**config.mk**
```make
export PLATFORM = sky130hd
export DESIGN_NAME = lsu_rmw
export DESIGN_NICKNAME = d
export VERILOG_FILES = /design/src/rtl/lsu_pkg.sv /design/src/rtl/lsu_byte_lane.sv /design/src/rtl/lsu_rmw.sv
export SDC_FILE = /design/constraint.sdc
export NUM_CORES = 1
export LEC_CHECK = 0
export ABC_AREA = 0
export BUFFER_PORTS_ARGS = -buffer_cell sky130_fd_sc_hd__buf_2
export CAP_MARGIN = 20
export CELL_PAD_IN_SITES_DETAIL_PLACEMENT = 1
export CELL_PAD_IN_SITES_GLOBAL_PLACEMENT = 1
export CORE_MARGIN = 2
export CORE_UTILIZATION = 31
export DETAILED_ROUTE_END_ITERATION = 10
export PLACE_DENSITY = 0.8
export SYNTH_ARGS = -nofsm -noshare
export SYNTH_HDL_FRONTEND = slang
export SYNTH_SLANG_ARGS = --single-unit
```
**constraint.sdc**
```tcl
create_clock -name LSU_clk -period 1.58 [get_ports LSU_clk]
set_input_delay 0.158 -clock LSU_clk [delete_from_list [all_inputs] [get_ports LSU_clk]]
set_output_delay 0.158 -clock LSU_clk [all_outputs]
set_load 0.02 [all_outputs]
```
**src/rtl/lsu_pkg.sv**
```systemverilog
// lsu_pkg: shared encodings for the load/store unit.
// Holds access-size codes, the controller state type and the
// alignment/legality check used at request accept.
package lsu_pkg;

  localparam int DATA_W = 32;
  localparam int ADDR_W = 10;
  localparam int WIDX_W = 8;

  localparam logic [1:0] SZ_BYTE = 2'b00;
  localparam logic [1:0] SZ_HALF = 2'b01;
  localparam logic [1:0] SZ_WORD = 2'b10;

  typedef enum logic [1:0] {
    IDLE  = 2'd0,
    READ  = 2'd1,
    WRITE = 2'd2,
    RESP  = 2'd3
  } lsu_state_e;

  // Misaligned or unsupported access; sub-word sizes are only legal
  // when the byte-lane datapath is built in.
  function automatic logic lsu_access_err(input logic [1:0] size,
                                          input logic [1:0] offset,
                                          input logic       subword_en);
    logic err;
    case (size)
      SZ_BYTE: err = !subword_en;
      SZ_HALF: err = !subword_en || offset[0];
      SZ_WORD: err = (offset != 2'b00);
      default: err = 1'b1;
    endcase
    return err;
  endfunction

endpackage

```
**src/rtl/lsu_byte_lane.sv**
```systemverilog
// lsu_byte_lane: combinational little-endian lane logic.
// Merges store data into a read word and extracts/extends load data.
// Only built into lsu_rmw when LSU_SUBWORD_EN is defined.
module lsu_byte_lane
  import lsu_pkg::*;
(
  input  logic [DATA_W-1:0] i_word,
  input  logic [DATA_W-1:0] i_wdata,
  input  logic [1:0]        i_offset,
  input  logic [1:0]        i_size,
  input  logic              i_signed,
  output logic [DATA_W-1:0] o_merged,
  output logic [DATA_W-1:0] o_loaded
);

  logic [4:0]        w_shamt;
  logic [4:0]        w_half_lsb;
  logic [DATA_W-1:0] w_mask;
  logic [7:0]        w_byte;
  logic [15:0]       w_half;

  function automatic logic [DATA_W-1:0] ext_byte(input logic [7:0] b, input logic sgn);
    logic signed [7:0] sb;
    sb = signed'(b);
    return sgn ? DATA_W'(sb) : {24'b0, b};
  endfunction

  function automatic logic [DATA_W-1:0] ext_half(input logic [15:0] h, input logic sgn);
    logic signed [15:0] sh;
    sh = signed'(h);
    return sgn ? DATA_W'(sh) : {16'b0, h};
  endfunction

  // Lane select, store merge mask and load extraction.
  always_comb begin
    w_shamt    = {i_offset, 3'b000};
    w_half_lsb = {i_offset[1], 4'b0000};
    w_byte     = i_word[w_shamt +: 8];
    w_half     = i_word[w_half_lsb +: 16];
    case (i_size)
      SZ_BYTE: w_mask = 32'h0000_00FF << w_shamt;
      SZ_HALF: w_mask = 32'h0000_FFFF << w_half_lsb;
      default: w_mask = 32'hFFFF_FFFF;
    endcase
    o_merged = (i_word & ~w_mask) | ((i_wdata << w_shamt) & w_mask);
    case (i_size)
      SZ_BYTE: o_loaded = ext_byte(w_byte, i_signed);
      SZ_HALF: o_loaded = ext_half(w_half, i_signed);
      default: o_loaded = i_word;
    endcase
  end

endmodule

```
**src/rtl/lsu_rmw.sv**
```systemverilog
// lsu_rmw: single-outstanding load/store unit with read-modify-write
// for sub-word stores against a word-wide data memory.
// Macro LSU_SUBWORD_EN enables byte/half accesses; without it only
// aligned word accesses are legal and the lane datapath is not built.
module lsu_rmw
  import lsu_pkg::*;
(
  input  logic              LSU_clk,
  input  logic              LSU_rst_n,
  input  logic              LSU_req_valid,
  output logic              LSU_req_ready,
  input  logic              LSU_req_write,
  input  logic [1:0]        LSU_req_size,
  input  logic              LSU_req_signed,
  input  logic [ADDR_W-1:0] LSU_req_addr,
  input  logic [DATA_W-1:0] LSU_req_wdata,
  output logic              LSU_rsp_valid,
  input  logic              LSU_rsp_ready,
  output logic [DATA_W-1:0] LSU_rsp_rdata,
  output logic              LSU_rsp_err,
  output logic [WIDX_W-1:0] LSU_dmem_address,
  output logic [DATA_W-1:0] LSU_dmem_data_in,
  output logic              LSU_dmem_mem_write,
  output logic              LSU_dmem_mem_read,
  input  logic [DATA_W-1:0] LSU_dmem_data_out
);

`ifdef LSU_SUBWORD_EN
  localparam logic SUBWORD_EN = 1'b1;
`else
  localparam logic SUBWORD_EN = 1'b0;
`endif

  lsu_state_e        r_state;
  lsu_state_e        w_state_nxt;
  logic              w_accept;
  logic              w_acc_err;
  logic              r_write;
  logic              r_err;
  logic [WIDX_W-1:0] r_word_idx;
  logic [DATA_W-1:0] r_wword;
  logic [DATA_W-1:0] r_rdata;
  logic [DATA_W-1:0] w_merged;
  logic [DATA_W-1:0] w_loaded;

  assign w_accept  = LSU_req_ready && LSU_req_valid;
  assign w_acc_err = lsu_access_err(LSU_req_size, LSU_req_addr[1:0], SUBWORD_EN);

  // State register; async reset also kills an in-flight WRITE strobe.
  always_ff @(posedge LSU_clk or negedge LSU_rst_n) begin
    if (!LSU_rst_n) r_state <= IDLE;
    else            r_state <= w_state_nxt;
  end

  // Next-state: errors respond at once, word stores skip the read.
  always_comb begin
    w_state_nxt = r_state;
    case (r_state)
      IDLE: begin
        if (w_accept) begin
          if (w_acc_err)                                    w_state_nxt = RESP;
          else if (LSU_req_write && LSU_req_size == SZ_WORD) w_state_nxt = WRITE;
          else                                              w_state_nxt = READ;
        end
      end
      READ:    w_state_nxt = r_write ? WRITE : RESP;
      WRITE:   w_state_nxt = RESP;
      RESP:    w_state_nxt = LSU_rsp_ready ? IDLE : RESP;
      default: w_state_nxt = IDLE;
    endcase
  end

  // Outputs decoded from state; everything idles at zero.
  always_comb begin
    LSU_req_ready      = 1'b0;
    LSU_rsp_valid      = 1'b0;
    LSU_rsp_rdata      = '0;
    LSU_rsp_err        = 1'b0;
    LSU_dmem_address   = '0;
    LSU_dmem_data_in   = '0;
    LSU_dmem_mem_write = 1'b0;
    LSU_dmem_mem_read  = 1'b0;
    case (r_state)
      IDLE: LSU_req_ready = LSU_rst_n;
      READ: begin
        LSU_dmem_mem_read = 1'b1;
        LSU_dmem_address  = r_word_idx;
      end
      WRITE: begin
        LSU_dmem_mem_write = 1'b1;
        LSU_dmem_address   = r_word_idx;
        LSU_dmem_data_in   = r_wword;
      end
      RESP: begin
        LSU_rsp_valid = 1'b1;
        LSU_rsp_rdata = r_rdata;
        LSU_rsp_err   = r_err;
      end
      default: ;
    endcase
  end

  // Control fields of the request, latched on accept.
  always_ff @(posedge LSU_clk or negedge LSU_rst_n) begin
    if (!LSU_rst_n) begin
      r_write <= 1'b0;
      r_err   <= 1'b0;
    end else if (w_accept) begin
      r_write <= LSU_req_write;
      r_err   <= w_acc_err;
    end
  end

  // Data path: latch address/store word on accept, then capture the
  // merged store word or the extracted load value at the end of READ.
  always_ff @(posedge LSU_clk) begin
    if (w_accept) begin
      r_word_idx <= LSU_req_addr[ADDR_W-1:2];
      r_wword    <= LSU_req_wdata;
      r_rdata    <= '0;
    end else if (r_state == READ) begin
      if (r_write) r_wword <= w_merged;
      else         r_rdata <= w_loaded;
    end
  end

`ifdef LSU_SUBWORD_EN
  logic [1:0] r_size;
  logic [1:0] r_offset;
  logic       r_signed;

  // Lane-select fields, latched on accept.
  always_ff @(posedge LSU_clk or negedge LSU_rst_n) begin
    if (!LSU_rst_n) begin
      r_size   <= SZ_WORD;
      r_offset <= 2'b00;
      r_signed <= 1'b0;
    end else if (w_accept) begin
      r_size   <= LSU_req_size;
      r_offset <= LSU_req_addr[1:0];
      r_signed <= LSU_req_signed;
    end
  end

  lsu_byte_lane u_lane (
    .i_word   (LSU_dmem_data_out),
    .i_wdata  (r_wword),
    .i_offset (r_offset),
    .i_size   (r_size),
    .i_signed (r_signed),
    .o_merged (w_merged),
    .o_loaded (w_loaded)
  );
`else
  logic w_unused;
  assign w_unused = ^{LSU_req_signed};
  assign w_merged = r_wword;
  assign w_loaded = LSU_dmem_data_out;
`endif

endmodule

```
## After elaboration in Yosys (flattened, before gate mapping)

Cells that the tools add are included.

| word-level totals | value |
|---|---|
| bits in registers | 76 |
| latch bits | 0 |
| RAM bits | 0 |
| memory bits (read-only) | 0 |
| bits of input ports | 82 |
| output and inout port bits | 77 |
| logic and storage cells | 33 |
| memories kept | 0 |

| operators by class | value |
|---|---|
| $add $sub $neg | 0 |
| multipliers | 0 |
| div/mod/pow operators | 0 |
| magnitude comparators | 0 |
| equal/unequal tests | 5 |
| shift-type cells | 0 |
| multiplexer cells | 15 |
| bitwise gates (word level) | 1 |
| reductions and logical operators | 6 |

Operator list:

| operator | number |
|---|---|
| 32-bit 2-to-1 mux | 2 |
| 2-bit 2-to-1 mux | 4 |
| 8-bit 2-to-1 mux | 1 |
| 2-bit case mux with 4 select lines | 1 |
| 1-bit 2-to-1 mux | 7 |
| 2-bit equality test, second input constant | 3 |
| 2-bit by 1-bit equality test with 1-bit output, second input constant | 1 |
| 1-bit logical AND | 2 |
| 2-bit zero test | 1 |
| 2-bit inequality test, second input constant | 1 |
| 2-bit AND reduction | 1 |
| 2-bit nonzero test | 1 |
| 2-bit OR reduction | 1 |
| 1-bit inverter | 1 |

## Longest topological paths before layout

Gate-level depths: netlist (run 1).

| logic depth | value |
|---|---|
| depth in word-level cells | 6 |
| depth in mapped cells | 7 |

## Least setup slack after synthesis (run 1)

No wires, ideal clock.

| timing path | value |
|---|---|
| path kind | reg-to-reg |
| start | register r_state[0] |
| end | register r_word_idx[0] (enable) |
| library setup time | 346 ps |
| arrival time | 1,258 ps |
| data required time | 1,234 ps |
| slack | -24 ps |
| stages on the path, launching flop included | 6 |
| clock period less this slack | 1,604 ps |
| cells stage by stage | dfrtp_1 > inv_1 > ha_1 > and3_1 > buf_4 > buf_6 |

| between the ends | value |
|---|---|
| cells in the longest elaborated chain, start to end | 3 |

RTL lines:

| what | RTL line | source |
|---|---|---|
| start, declared | lsu_rmw.sv:34 | `lsu_state_e r_state;` |
| start signal, assigned | lsu_rmw.sv:52 | `else r_state <= w_state_nxt;` |
| 2-bit zero test | lsu_rmw.sv:83 | `case (r_state)` |
| 1-bit 2-to-1 mux | lsu_rmw.sv:83 |  |
| 1-bit logical AND | lsu_rmw.sv:46 | `assign w_accept = LSU_req_ready && LSU_req_valid;` |
| named net w_accept | lsu_rmw.sv:36 | `logic w_accept;` |
| end signal, assigned | lsu_rmw.sv:118 | `r_word_idx <= LSU_req_addr[ADDR_W-1:2];` |
| end, declared | lsu_rmw.sv:40 | `logic [WIDX_W-1:0] r_word_idx;` |

The timed path passes the listed nets, and every way through them passes these cells.
A chain may end at the register's enable or synchronous reset.

## Worst setup path after layout (run 1)

| timing path | value |
|---|---|
| start | register r_state[0] |
| end | output port LSU_dmem_data_in[21] |

| between the ends | value |
|---|---|
| cells in the longest elaborated chain, start to end | 2 |

RTL lines:

| what | RTL line | source |
|---|---|---|
| 2-bit equality test | lsu_rmw.sv:83 |  |
| 32-bit 2-to-1 mux | lsu_rmw.sv:83 |  |
| end, declared | lsu_rmw.sv:22 | `output logic [DATA_W-1:0] LSU_dmem_data_in,` |

No other way between the ends.

==> flow_summary_export.csv, run 1 <==
group,metric,value,unit
status,status,"finished with violations",
status,failed_checks,"negative setup slack",
timing,clock.fmax,585,MHz
synthesis,ys_seq_area_frac,0.583,
grt,globalRouteOverflowTotal,0,
setup_path,worstPathRequired,1.42,ns
route,ant_nets,0,
setup_path,reg2reg_slack,0,ns
floorplan,fp.dieArea,11600,sq um
route,routed_via_density,4.59,
route,first_pass_iters,4,
synthesis,synth_edf_count,40,
synthesis,ys_warn_count,0,
timing,skew,0.00799,ns
placed_design,place_congestion,0.727,
route,vias,2947,
clocking,clk_latency,0.35,ns
job,cap_viol_max_count,0,
setup_path,startpoint_type,"flip-flop",
route,routedWlPerCell,18.6,um
grt,grt_start_max_net_pins,33,
timing,max_slew_margin,0.738,
clocking,numCtsBuffers,9,
grt,grt_first_pass_wirelength,16700,um
placed_design,io_buffers,157,
timing,min_period,1.71,ns
timing,timing.final.crit_share,1.08,
setup_path,reg2reg_depth,5,
timing,fin_hold_ws,0.0433,ns
synthesis,syn_inst,288,
grt,grt_pass1_vias,3095,
floorplan,core,10400,sq um
clocking,clk_pin_slew,0.08,ns
floorplan,initial_utilization,0.321,
synthesis,ys_dominant_reg_cell,"edfxtp_1",
finish,fin_cells,642,
timing,final_hold_viol_count,0,
grt,antenna_found_initial,1,
finish,drive_gt1_frac,0.588,
clocking,numClockSinks,76,
timing,finalSetupTns,-6.22,ns
setup_path,path_max_fanout,8,
finish,layout_common_cells,"115 x buf_2, 43 x buf_6, 41 x dlygate4sd3_1",
grt,grt_use_total,0.190,
pwr,ir_drop,820,uV
placed_design,dp_hpwl,6320,um
placed_design,dpl_worst_slack,0.0455,ns
synthesis,synth-seq-cells,76,
finish,area_delta_synth_final,64.4,%
synthesis,synth_area,3330,sq um
pwr,p_leak,2.40,nW
finish,nNetsFinal,587,
clocking,cts-htree-levels,3,
route,wirelength,11900,um
finish,fin_util,0.528,
floorplan,io-pin-count,159,
floorplan,std_cell_rows,37,
finish,final_common_cell,"buf_2",
timing,rsz0062_at_grt,"yes",
pwr,power.density,1820,nW/um^2
timing,fin_ws,-0.129,ns
setup_path,path_class,"flip-flop to output port",
setup_path,endpoint_kind,"output port",
route,drc_errors,0,
synthesis,synth_area_per_cell,11.6,sq um
timing,finalSetupViolations,74,
placed_design,placed_cells,574,
timing,tightest_slew,0.392,ns
worst_hold_path,min-delay-path-class,"input port to flip-flop",
timing,slew_violations,0,
floorplan,die_h,108,um
route,drtIter0Drc,119,
worst_hold_path,hold_depth,3,
synthesis,synth_nets,375,
setup_path,critPathArrivalTime,1.55,ns
synthesis,async_flop_share,0.0526,
synthesis,ys_types,26,
clocking,clk_path_buf_depth,2,
clocking,clockRootBuffer,"clkbuf_8",
floorplan,die_x,108,um
clocking,tritoncts,"yes",
-- final cells by class --
type / count / area, sq um
Tap cell: 136 / 170
Clock buffer: 10 / 128
Multi-Input combinational cell: 191 / 1390
Antenna cell: 1 / 2.50
Fill cell: 1130 / 4900
Timing Repair Buffer: 219 / 1800
Sequential cell: 76 / 1940
Clock inverter: 6 / 30.0
Inverter: 3 / 11.3
-- cell usage after synthesis (2+ instances only) --
cell / n / area (sq um)
nand2_2: 24 / 150
inv_1: 3 / 11.3
dfrtp_1: 4 / 100
dfxtp_1: 32 / 641
nand2_1: 40 / 150
edfxtp_1: 40 / 1200
a31oi_1: 2 / 12.5
ha_1: 5 / 62.6
buf_12: 3 / 60.1
a22o_1: 2 / 17.5
and2_1: 74 / 463
clkbuf_1: 6 / 22.5
buf_6: 2 / 22.5
buf_4: 6 / 45.0
nor2_1: 2 / 7.51
nand2b_1: 2 / 12.5
a21oi_1: 3 / 15.0
a21oi_2: 30 / 263
-- cell families (layout without fill, tap and decap cells) --
kind of cell | count (synthesis) | count (layout) | share of synthesized area
compound gates | 38 | 38 | 0.0947
other cells | 0 | 1 | 0
simple gates | 147 | 147 | 0.248
fa+ha+maj | 5 | 5 | 0.0188
mux | 1 | 1 | 0.00451
buf+inv | 21 | 238 | 0.0508
flops | 76 | 76 | 0.583
-- what timing repair did --
item	CTS	global route
gates cloned	1	4
buffers inserted	3	2
endpoints found under the hold margin	44	0
hold buffers	41	0
endpoints found under the setup margin	75	114
pin swaps	3	3
gates resized for setup	101	42
-- stage by stage --
stage                     cell area (sq um)  power [mW]
after global placement                 4290        6.90
after global routing                   5470        10.5
after detailed placement               4290        7.02
final                                  5470        9.94
after CTS                              5220        9.25
after floorplan                        3330        5.80
-- path summary, 6_finish.rpt --
check                                          from                  endpoint
max in group asynchronous                 LSU_rst_n    r_state[1]$_DFFE_PN0P_
min in group asynchronous                 LSU_rst_n    r_state[0]$_DFFE_PN0P_
max                          r_state[0]$_DFFE_PN0P_      LSU_dmem_data_in[21]
min reg2reg                r_rdata[31]$_SDFFE_PP0P_  r_rdata[31]$_SDFFE_PP0P_
max reg2reg                  r_state[0]$_DFFE_PN0P_     r_wword[24]$_DFFE_PP_
min                           LSU_dmem_data_out[15]  r_rdata[15]$_SDFFE_PP0P_
-- state kept, by name, indices dropped and copies added (netlist names) --
signal and count:
r_write 1, r_err 1, r_wword 32, r_rdata 32, r_state 2, r_word_idx 8
-- metal layers --
layer	track usage	share of wire	wire length, um
met2	0.332	0.51	6110
met4	0.0641	0.019	231
met5	0	0	0
met3	0.0575	0.075	894
met1	0.220	0.39	4710
-- report_power, final --
part / switching, mW / internal (mW)
clock network: 0.731 / 0.556
registers: 0.257 / 2.63
logic: 2.90 / 2.87
-- worst max-delay path, stage by stage (launching register included) --
cell	delay, ns
dfrtp_1	0.42
inv_2	0.10
ha_4	0.24
clkbuf_16	0.19
and2_4	0.14
buf_6	0.11
No activity file was read; power rests on OpenSTA's default activity.
==> run 2: changes to the inputs <==
--- a/config.mk
+++ b/config.mk
@@ -11,9 +11,9 @@
 export CELL_PAD_IN_SITES_DETAIL_PLACEMENT = 1
 export CELL_PAD_IN_SITES_GLOBAL_PLACEMENT = 1
 export CORE_MARGIN = 2
-export CORE_UTILIZATION = 31
+export CORE_UTILIZATION = 34
 export DETAILED_ROUTE_END_ITERATION = 10
-export PLACE_DENSITY = 0.8
+export PLACE_DENSITY = 0.83
 export SYNTH_ARGS = -nofsm -noshare
 export SYNTH_HDL_FRONTEND = slang
 export SYNTH_SLANG_ARGS = --single-unit
==> constraint.sdc (replaced) <==
create_clock -name LSU_clk -period 1.7 [get_ports LSU_clk]
set_input_delay 0.17 -clock LSU_clk [delete_from_list [all_inputs] [get_ports LSU_clk]]
set_output_delay 0.17 -clock LSU_clk [all_outputs]
set_load 0.02 [all_outputs]
==> flow_summary_export.csv, run 2 (synthesis gave the netlist of run 1 again) <==
group,metric,value,unit
status,status,"finished with violations",
status,failed_checks,"negative setup slack",
setup_path,endpoint_kind,"output port",
pwr,p_sw,3.74,mW
pwr,power.total,9.61,mW
timing,final_hold_viol_count,0,
timing,rsz0062_at_grt,"yes",
grt,grt_use_total,0.211,
timing,min_period,1.77,ns
route,wirelength,12300,um
floorplan,initial_utilization,0.345,
clocking,clockRootBuffer,"clkbuf_8",
timing,max_slew_margin,0.711,
route,routedWlPerCell,19.3,um
route,drtIter0Drc,46,
clocking,cts-htree-levels,3,
timing,clock.fmax,565,MHz
timing,finalSetupViolations,20,
timing,timing.final.crit_share,1.04,
route,routed_via_density,4.61,
timing,skew,0.00995,ns
setup_path,path_class,"flip-flop to output port",
finish,drive_gt1_frac,0.605,
placed_design,io_buffers,157,
floorplan,die_x,103,um
setup_path,startpoint_type,"flip-flop",
floorplan,core,9640,sq um
finish,nNetsFinal,583,
route,drc_errors,0,
grt,grt_start_max_net_pins,38,
grt,globalRouteOverflowTotal,0,
placed_design,dp_hpwl,6790,um
finish,layout_common_cells,"84 x buf_2, 68 x buf_6, 51 x and2_4",
finish,design_area,5590,sq um
setup_path,path_max_fanout,17,
timing,fin_hold_ws,0.0426,ns
placed_design,dpl_worst_slack,0.125,ns
floorplan,die_h,103,um
finish,reg_top3,"r_rdata: 32 flops, r_wword: 32 flops, r_word_idx: 8 flops",
clocking,numClockSinks,76,
pwr,switching_share,0.389,
floorplan,fp.dieArea,10600,sq um
route,ant_nets,0,
grt,antenna_found_initial,1,
clocking,tritoncts,"yes",
setup_path,critPathArrivalTime,1.60,ns
pwr,p_leak,2.41,nW
pwr,power.density,1720,nW/um^2
clocking,clk_path_buf_depth,2,
timing,slew_violations,0,
finish,final_common_cell,"buf_2",
pwr,power.share.clock,0.122,
placed_design,postPlaceCellArea,4270,sq um
grt,grt_first_pass_wirelength,16700,um
floorplan,std_cell_rows,36,
pwr,seq_power_share,0.284,
placed_design,place_congestion,0.793,
job,cap_viol_max_count,0,
clocking,numCtsBuffers,9,
pwr,combPwrFrac,0.594,
timing,tightest_slew,0.432,ns
floorplan,io-pin-count,159,
pwr,intPower,5.87,mW
route,first_pass_iters,4,
pwr,ir_drop,785,uV
finish,area_delta_synth_final,67.9,%
timing,fin_ws,-0.0702,ns
grt,grt_pass1_vias,3218,
clocking,clk_pin_slew,0.08,ns
setup_path,worstPathRequired,1.53,ns
route,vias,2929,
worst_hold_path,min-delay-path-class,"input port to flip-flop",
clocking,clk_latency,0.35,ns
==> run 2: timing repair <==
action | in CTS | in global routing
pin swaps | 1 | 31
buffers inserted | 3 | 0
hold buffers | 39 | 1
cloned | 1 | 5
gates resized for setup | 96 | 108
endpoints found under the setup margin | 73 | 74
hold endpoints to repair | 42 | 1
==> run 2: cell type report <==
class | count | area (sq um)
clock inverters | 7 | 33.8
multi-input cells | 191 | 1390
diodes | 1 | 2.50
fillers | 1080 | 4050
inverters | 3 | 13.8
clock buffers | 9 | 124
repair buffers | 215 | 1910
well taps | 133 | 166
flip-flops and latches | 76 | 1940
==> run 2: worst max-delay path, cell delays in order, from the launching register on <==
cell and delay [ns]:
dfrtp_2 0.47, inv_4 0.11, ha_4 0.19, buf_12 0.15, and2_1 0.19, buf_6 0.14
==> run 2: power groups by stage <==
stage	Clock, mW	Combinational (mW)	Sequential [mW]
after floorplan	0	2.77	2.61
after global placement	0	3.77	2.65
after detailed placement	0	3.91	2.69
after CTS	1.20	4.63	2.67
after global routing	1.30	6.10	2.78
final	1.17	5.71	2.73
==> run 2: metrics by stage <==
step | utilization | TNS [ns] | cells
5_1_grt | 0.580 | -3.70 | 635
3_3_place_gp | 0.443 | 0 | 569
2_1_floorplan | - | 0 | 288
6_report | 0.580 | -0.237 | 635
4_1_cts | 0.535 | -0.438 | 628
3_5_place_dp | 0.443 | 0 | 569
==> run 2: metal layers <==
metal	routed length, um	track usage	vias to the layer above
li1	-	-	1358
met1	4490	0.230	1426
met2	6490	0.384	129
met3	1120	0.0685	16
met4	166	0.0739	0
met5	0	0	-
==> run 2: worst paths after layout <==
path	slack, ns	startpoint	to	depth (start not counted)
max	-0.07	r_state[0]$_DFFE_PN0P_	LSU_dmem_data_in[3]	5
min	0.04	LSU_req_wdata[28]	r_wword[28]$_DFFE_PP_	1
max reg2reg	0.13	r_state[1]$_DFFE_PN0P_	r_wword[24]$_DFFE_PP_	4
min reg2reg	0.47	r_rdata[9]$_SDFFE_PP0P_	r_rdata[9]$_SDFFE_PP0P_	2
max in group asynchronous	1.29	LSU_rst_n	r_state[0]$_DFFE_PN0P_	2
min in group asynchronous	0.23	LSU_rst_n	r_state[1]$_DFFE_PN0P_	2
==> run 3: changes to the inputs <==
--- a/config.mk
+++ b/config.mk
@@ -10,7 +10,6 @@
 export CAP_MARGIN = 20
 export CELL_PAD_IN_SITES_DETAIL_PLACEMENT = 1
 export CELL_PAD_IN_SITES_GLOBAL_PLACEMENT = 1
-export CORE_MARGIN = 2
 export CORE_UTILIZATION = 34
 export DETAILED_ROUTE_END_ITERATION = 10
 export PLACE_DENSITY = 0.83
==> flow_summary_export.csv, run 3 (synthesis gave the netlist of run 1 again) <==
group,metric,value,unit
timing,clock.fmax,554,MHz
pwr,p_leak,2.47,nW
timing,timing.final.crit_share,1.06,
route,wirelength,13400,um
clocking,numCtsBuffers,9,
finish,final_common_cell,"buf_2",
finish,n_antenna_cell,0,
route,routed_via_density,4.77,
grt,grt_pass1_vias,3115,
finish,nNetsFinal,581,
setup_path,reg2reg_slack,-0.02,ns
clocking,clk_path_buf_depth,2,
finish,multi_input_area,1430,sq um
pwr,ir_drop,791,uV
grt,use_met3,0.0798,
timing,finalSetupTns,-1.45,ns
grt,antenna_found_initial,0,
route,routedWlPerCell,21.3,um
timing,tightest_slew,0.421,ns
floorplan,core,9370,sq um
job,cap_viol_max_count,0,
route,drtIter0Drc,118,
setup_path,reg2reg_from,"r_state[1]$_DFFE_PN0P_",
timing,min_period,1.80,ns
route,drc_errors,0,
setup_path,critPathArrivalTime,1.63,ns
clocking,numClockSinks,76,
placed_design,placed_cells,563,
worst_hold_path,min_from,"LSU_req_wdata[16]",
floorplan,die_x,101,um
status,status,"finished with violations",
status,failed_checks,"negative setup slack",
floorplan,fp.dieArea,10200,sq um
clocking,tritoncts,"yes",
pwr,power.density,1840,nW/um^2
worst_hold_path,hold_depth,1,
timing,rsz0062_at_grt,"yes",
clocking,cts-htree-levels,3,
timing,skew,0.0291,ns
clocking,clockRootBuffer,"clkbuf_8",
pwr,power.total,10.5,mW
placed_design,place_congestion,0.683,
setup_path,startpoint_type,"flip-flop",
finish,layout_common_cells,"84 x buf_2, 73 x buf_6, 67 x and2_4",
grt,grt_first_pass_wirelength,17000,um
timing,fin_ws,-0.104,ns
finish,fillers,1021,
grt,top_usage_layer,"met2",
floorplan,initial_utilization,0.355,
grt,grt_use_total,0.228,
setup_path,crit_chain,"inv_1 > ha_4 > and2_1 > buf_2",
setup_path,worstPathRequired,1.53,ns
setup_path,max_stage_delay,0.47,ns
grt,grtUsageMet2,0.398,
timing,finalSetupViolations,42,
worst_hold_path,min-delay-path-class,"input port to flip-flop",
setup_path,reg2reg_depth,6,
timing,max_slew_margin,0.718,
setup_path,endpoint_kind,"output port",
route,vias,2993,
grt,globalRouteOverflowTotal,0,
route,first_pass_iters,4,
grt,met1_usage,0.252,
placed_design,io_buffers,157,
floorplan,io-pin-count,159,
floorplan,std_cell_rows,35,
grt,grt_start_max_net_pins,39,
placed_design,dpl_worst_slack,0.119,ns
route,ant_nets,0,
finish,reg_top3,"r_rdata: 32 flops, r_wword: 32 flops, r_word_idx: 8 flops",
setup_path,path_class,"flip-flop to output port",
floorplan,die_h,101,um
setup_path,cpMaxStageDelayCell,"dfrtp_2",
setup_path,path_max_fanout,4,
finish,regArea,1940,sq um
timing,final_hold_viol_count,0,
clocking,clk_pin_slew,0.09,ns
finish,fin_cells,628,
setup_path,rr_endpoint,"r_err$_DFFE_PN0P_",
worst_hold_path,holdPathEnd,"r_wword[16]$_DFFE_PP_",
finish,area_delta_synth_final,71.7,%
placed_design,dp_hpwl,6460,um
finish,drive_gt1_frac,0.639,
timing,slew_violations,0,
clocking,clk_latency,0.37,ns
run 3: changes by cell type in the layout (fill, tap and decap cells not counted), sizes merged:
cell	before	now
bufinv	0	3
inv	3	5
clkinv	6	2
clkinvlp	1	0
diode	1	0
buf	172	170
run 3: worst max-delay path by stage:
stage / startpoint / to / cells after the start
finish: r_state[1]$_DFFE_PN0P_ / LSU_req_ready / 4
global route: r_state[1]$_DFFE_PN0P_ / LSU_req_ready / 4
CTS: r_state[1]$_DFFE_PN0P_ / LSU_dmem_address[6] / 4
detailed placement: r_state[1]$_DFFE_PN0P_ / r_word_idx[1]$_DFFE_PP_ / 4
global placement: r_state[0]$_DFFE_PN0P_ / r_word_idx[6]$_DFFE_PP_ / 4
floorplan: r_state[0]$_DFFE_PN0P_ / r_word_idx[0]$_DFFE_PP_ / 5
run 3: repair_timing:
item / 4_1_cts / 5_1_grt
hold buffers: 38 / 2
setup buffers: 3 / 1
cloned: 1 / 4
endpoints found under the setup margin: 63 / 77
resized for setup: 47 / 181
pin swaps: 2 / 36
hold endpoints to repair: 41 / 2
run 3: stage by stage:
step	hold slack, ns	util	instance area, sq um
finish	0.00825	0.610	5710
global route	-0.00419	0.610	5710
CTS	0.000952	0.539	5050
detailed placement	0.00586	0.452	4240
global placement	-0.000660	0.452	4240
floorplan	-0.126	-	3330
run 3: worst max-delay path, delay by kind of cell (launching register included):
family	cells	cell delay, ns
DFF	1	0.47
buffers and inverters	2	0.38
adders and majority gates	1	0.20
and+or+nand+nor	1	0.21
run 3: routing by layer:
metal,part of all wire,vias to the layer above
met5,0,-
met4,0.027,0
met3,0.091,24
met2,0.49,156
met1,0.39,1457
li1,-,1356
run 3: where the power goes:
| part | internal [mW] | switching [mW] |
|---|---|---|
| logic | 3.08 | 2.89 |
| clock network | 0.990 | 0.785 |
| registers | 2.44 | 0.297 |
| total | 6.51 | 3.97 |
run 3: final cells by class:
class / count / area share
multi-input cells: 191 / 0.250
clock buffers: 9 / 0.0217
repair buffers: 213 / 0.336
inverters: 3 / 0.00241
well taps: 129 / 0.0283
clock inverters: 7 / 0.0215
flip-flops and latches: 76 / 0.340
